$ cat config.mk
export PLATFORM = sky130hd
export DESIGN_NAME = axi_lite_apb_bridge
export DESIGN_NICKNAME = d
export VERILOG_FILES = /design/src/rtl/axi_lite_apb_bridge.sv
export SDC_FILE = /design/constraint.sdc
export NUM_CORES = 1
export LEC_CHECK = 0
export CAP_MARGIN = 10
export CORE_ASPECT_RATIO = 0.9
export CORE_MARGIN = 10
export CORE_UTILIZATION = 34
export CTS_CLUSTER_DIAMETER = 200
export DETAILED_ROUTE_END_ITERATION = 7
export GPL_ROUTABILITY_DRIVEN = 0
export PLACE_DENSITY_LB_ADDON = 0.05
export SLEW_MARGIN = 5
export SYNTH_ARGS = -nofsm -noshare
export SYNTH_HDL_FRONTEND = slang
export SYNTH_SLANG_ARGS = --single-unit
$ cat constraint.sdc
create_clock -name PCLK -period 1.7 [get_ports PCLK]
set_input_delay 0.255 -clock PCLK [delete_from_list [all_inputs] [get_ports PCLK]]
set_output_delay 0.255 -clock PCLK [all_outputs]
set_load 0.005 [all_outputs]
$ cat src/rtl/axi_lite_apb_bridge.sv
// AXI4-Lite slave to APB master bridge, one outstanding transfer, PCLK domain.
// Define APB_TIMEOUT_EN to bound ACCESS wait states with an SLVERR response.
module axi_lite_apb_bridge #(
    parameter int ADDR_W         = 32,
    parameter int TIMEOUT_CYCLES = 16
) (
    input  logic              PCLK,
    input  logic              PRESETn,
    input  logic [ADDR_W-1:0] AWADDR,
    input  logic              AWVALID,
    output logic              AWREADY,
    input  logic [31:0]       WDATA,
    input  logic              WVALID,
    output logic              WREADY,
    output logic [1:0]        BRESP,
    output logic              BVALID,
    input  logic              BREADY,
    input  logic [ADDR_W-1:0] ARADDR,
    input  logic              ARVALID,
    output logic              ARREADY,
    output logic [31:0]       RDATA,
    output logic [1:0]        RRESP,
    output logic              RVALID,
    input  logic              RREADY,
    output logic              PSEL,
    output logic              PENABLE,
    output logic              PWRITE,
    output logic [ADDR_W-1:0] PADDR,
    output logic [31:0]       PWDATA,
    input  logic [31:0]       PRDATA,
    input  logic              PREADY,
    input  logic              PSLVERR
);

    typedef enum logic [1:0] {
        IDLE,
        SETUP,
        ACCESS,
        RESP
    } state_t;

    localparam logic [1:0] OKAY   = 2'b00;
    localparam logic [1:0] SLVERR = 2'b10;

    state_t            state;
    logic              prio;
    logic              wr_cand;
    logic              rd_cand;
    logic              grant_w;
    logic              grant_r;
    logic              timeout;
    logic              err_resp;
    logic [ADDR_W-1:0] align_mask;

    assign align_mask = ~ADDR_W'(3);
    assign wr_cand    = AWVALID && WVALID;
    assign rd_cand    = ARVALID;

    // prio=0 favours write; it flips on every grant so contention alternates
    assign grant_w = PRESETn && (state == IDLE) && wr_cand && (!rd_cand || !prio);
    assign grant_r = PRESETn && (state == IDLE) && rd_cand && (!wr_cand || prio);

    assign AWREADY = grant_w;
    assign WREADY  = grant_w;
    assign ARREADY = grant_r;

`ifdef APB_TIMEOUT_EN
    localparam int CNT_W = $clog2(TIMEOUT_CYCLES + 1);
    logic [CNT_W-1:0] wait_cnt;
    assign timeout = (wait_cnt == CNT_W'(TIMEOUT_CYCLES - 1));
`else
    assign timeout = 1'b0;
`endif

    // a timeout (no PREADY) always reports SLVERR
    assign err_resp = PSLVERR || !PREADY;

    always_ff @(posedge PCLK or negedge PRESETn) begin
        if (!PRESETn) begin
            state   <= IDLE;
            prio    <= 1'b0;
            PSEL    <= 1'b0;
            PENABLE <= 1'b0;
            PWRITE  <= 1'b0;
            PADDR   <= '0;
            PWDATA  <= '0;
            BVALID  <= 1'b0;
            BRESP   <= OKAY;
            RVALID  <= 1'b0;
            RRESP   <= OKAY;
            RDATA   <= '0;
`ifdef APB_TIMEOUT_EN
            wait_cnt <= '0;
`endif
        end else begin
            case (state)
                IDLE: begin
                    if (grant_w) begin
                        PADDR  <= AWADDR & align_mask;
                        PWDATA <= WDATA;
                        PWRITE <= 1'b1;
                        PSEL   <= 1'b1;
                        prio   <= ~prio;
                        state  <= SETUP;
                    end else if (grant_r) begin
                        PADDR  <= ARADDR & align_mask;
                        PWDATA <= '0;
                        PWRITE <= 1'b0;
                        PSEL   <= 1'b1;
                        prio   <= ~prio;
                        state  <= SETUP;
                    end
                end
                SETUP: begin
                    PENABLE <= 1'b1;
                    state   <= ACCESS;
`ifdef APB_TIMEOUT_EN
                    wait_cnt <= '0;
`endif
                end
                ACCESS: begin
                    if (PREADY || timeout) begin
                        PSEL    <= 1'b0;
                        PENABLE <= 1'b0;
                        state   <= RESP;
                        if (PWRITE) begin
                            BVALID <= 1'b1;
                            BRESP  <= err_resp ? SLVERR : OKAY;
                        end else begin
                            RVALID <= 1'b1;
                            RRESP  <= err_resp ? SLVERR : OKAY;
                            RDATA  <= PREADY ? PRDATA : 32'h0;
                        end
                    end
`ifdef APB_TIMEOUT_EN
                    else begin
                        wait_cnt <= wait_cnt + 1'b1;
                    end
`endif
                end
                RESP: begin
                    if ((BVALID && BREADY) || (RVALID && RREADY)) begin
                        BVALID <= 1'b0;
                        RVALID <= 1'b0;
                        state  <= IDLE;
                    end
                end
                default: state <= IDLE;
            endcase
        end
    end

endmodule

==> flow_summary.yaml <==
synth:
  async_flop_share_pct: 100
  synth_seq_cells: 104
  synthFlopType: "dfrtp_1"
  avgSynthCellArea_um2: 12.9
  synthAdderAreaFrac_pct: 1.48
  synthXorXnorAreaFrac_pct: 0.208
  synth.most_common_cell: "dfrtp_1"
  synthTopCellsByCount: "104 x dfrtp_1, 62 x nand2_1, 35 x mux2_2"
  synthMuxAreaShare_pct: 10.3
  synth_top_area_share_pct: 61.7
  netlist_area_um2: 4220
  synth_top_family_by_area: "compound AO/OA/AOI/OAI gates"
  yosys.area.top_type: "dfrtp_1"
  synth-simple-area-share_pct: 7.00
  synth_edf_count: 0
  yosys-top-cells-area: "dfrtp_1 62%, mux2_2 9.3%, a22o_1 7.1%, nand2_1 5.5%, a22oi_1 4.8%"
  synth_compound_gate_area_share_pct: 14.4
  synthCells: 327
  yosys_warnings: 0
  seq_area_frac_synth_pct: 61.7
  synth.distinct_cells: 28
grt:
  grt_max_degree: 57
  antenna_found_initial: 1
  gr-total-overflow: 0
  grt_pass1_wl_um: 21800
  grt_pass1_vias: 3790
  grt.total_usage_pct: 16.1
worst_setup_path:
  r2r_end: "PWDATA[3]"
  worstSetupPathType: "flop to output port"
  timing.rr.start: "state[0]"
  required_ns: 1.44
  crit_start: "state[0]"
  cp.arrival_ns: 1.49
  cp-endpoint: "WREADY"
  reg2reg_slack_ns: -0.01
  cp-end-kind: "output port"
  cp_max_fo: 3
  r2r_cells: 8
  cp-start-kind: "flop"
clock_network:
  clkSinkCount: 104
  cts_root_buffer: "clkbuf_16"
  clockBufferDepth: 2
  cts_buffers: 9
  clkTransAtPathRegs_ns: 0.07
  cts_htree_levels: 3
  clock_latency_ns: 0.34
  cts_tree: "built"
sta:
  rsz0062_at_grt: "true"
  fmax_mhz: 573
  relSlewSlack_pct: 52.6
  finalCriticalPeriod_ns: 1.74
  min_period_over_period_pct: 103
  setup_slack_ns: -0.0441
  worst_slew_pin_slew_ns: 0.711
  setup_viol: 10
  finalHoldViolCount: 0
  whs_ns: 0.173
  slew_violations: 0
  timing.setup.tns_ns: -0.144
  finClkSkew_ns: 0.00335
route:
  totalWireLength_um: 14600
  via_per_inst: 4.78
  wl_per_cell_um: 19.5
  drc: 0
  drtAntennaViolNets: 0
  firstDrtPassIters: 4
  via_count: 3564
  drt_iter0_markers: 127
final_layout:
  final_area_um2: 7300
  layout.cells.non_filler: 745
  fin_util_pct: 60.5
  drive_gt1_share_pct: 15.2
  area_growth_syn_to_layout_pct: 73.1
  layout.nets: 723
  fill_cells: 997
  antenna_cells: 0
placement:
  dp_hpwl_um: 10900
  placed_area_um2: 6860
  place_inst: 723
  port_buffers: 236
pwr:
  powerDensity_nw_per_um2: 1530
  pwr-share-seq_pct: 37.0
  switchingPower_mw: 3.15
  p_int_mw: 8.04
  swShare_pct: 28.1
  cellLeakagePower_nw: 3.23
  p_comb_share_pct: 43.1
  vdd_ir_drop_max_mv: 1.02
  clkPwrFrac_pct: 19.8
run_status:
  status: "complete, but fails checks"
  failed_checks: "negative setup slack"
floorplan:
  die_h_um: 126
  io_pins: 245
  core_area_um2: 12100
  die_area_um2: 17300
  die_x_um: 137
  fp-row-count: 38
  start_util_pct: 34.9
job:
  cap_violations: 0
hold_path:
  hold_class: "input port to asynchronous set/reset pin"
## cell families after synthesis
kind of cell	count (synthesis)
AOI/OAI and AO/OA	76
adders and majority gates	5
other	1
xor gates and xnor gates	1
DFF	104
and+or+nand+nor	71
muxes	39
buffers and inverters	30
## stage by stage
| step | worst slack (ns) | power, mW |
|---|---|---|
| after CTS | -0.0884 | 11.3 |
| after global routing | -0.127 | 11.9 |
| final | -0.0441 | 11.2 |
| after detailed placement | -0.224 | 8.97 |
| after global placement | -0.242 | 8.88 |
| after floorplan | 0.0232 | 5.84 |
## how the worst min path moves through the flow
stage                     end  slack [ns]  cells after the start
floorplan            BRESP[1]       -0.04                      0
global placement         prio        0.06                      1
detailed placement       prio        0.06                      1
CTS                 PADDR[25]        0.18                      3
global route        PADDR[28]        0.22                      3
finish              PADDR[25]        0.17                      3
## critical path: stages (launching register included)
cell	delay, ns
dfrtp_1	0.39
inv_2	0.08
ha_4	0.14
nand4_1	0.13
a21oi_4	0.18
buf_6	0.13
buf_6	0.09
## flip-flops by register name, indices dropped and copies added (netlist names)
register	count
PWRITE	1
BRESP	1
RVALID	1
state	2
BVALID	1
PENABLE	1
RDATA	32
PSEL	1
PADDR	30
PWDATA	32
RRESP	1
prio	1
## area by class of cell
| cell class | instances | area [um2] | area share (%) |
|---|---|---|---|
| timing repair buffer | 265 | 2700 | 37.0 |
| clock inverter | 5 | 81.3 | 1.11 |
| sequential | 104 | 2600 | 35.6 |
| multi-input combinational | 196 | 1460 | 20.0 |
| inverter | 5 | 18.8 | 0.257 |
| clock buffer | 10 | 239 | 3.27 |
| tap | 160 | 200 | 2.74 |
## routing by layer
metal | up-vias | GRT usage (%) | routed length, um
met3 | 11 | 9.30 | 1760
met4 | 2 | 3.53 | 142
met1 | 1735 | 18.3 | 5850
met5 | - | 0 | 7
met2 | 159 | 25.8 | 6800
li1 | 1657 | - | -
## placed cells by master, fill, tap and decap left out, drive strengths merged, types with 2 or more instances in the layout
cell,n
conb,4
nor2,2
o21ai,7
o2bb2ai,2
mux2,35
a21oi,2
nand2,62
bufinv,2
nand3b,2
dfrtp,104
nand3,3
mux2i,4
ha,5
clkbuf,11
buf,31
clkdlybuf4s50,232
clkinv,2
inv,5
a22o,34
a22oi,27
## power groups by stage
stage / clock [mW] / combinational (mW) / sequential, mW
after floorplan: 0 / 1.63 / 4.21
after global placement: 0 / 4.75 / 4.12
after detailed placement: 0 / 4.80 / 4.17
after CTS: 2.29 / 4.88 / 4.15
after global routing: 2.40 / 5.25 / 4.28
final: 2.22 / 4.83 / 4.15
## repair_timing
item | CTS | global route
hold buffers | 1 | 0
pin swaps | 2 | 1
buffers inserted | 3 | 2
setup endpoints to repair | 62 | 76
resized for setup | 21 | 5
gates cloned | 0 | 1
hold endpoints to repair | 3 | 0
Note: power is estimated with default switching activity, not from simulation.
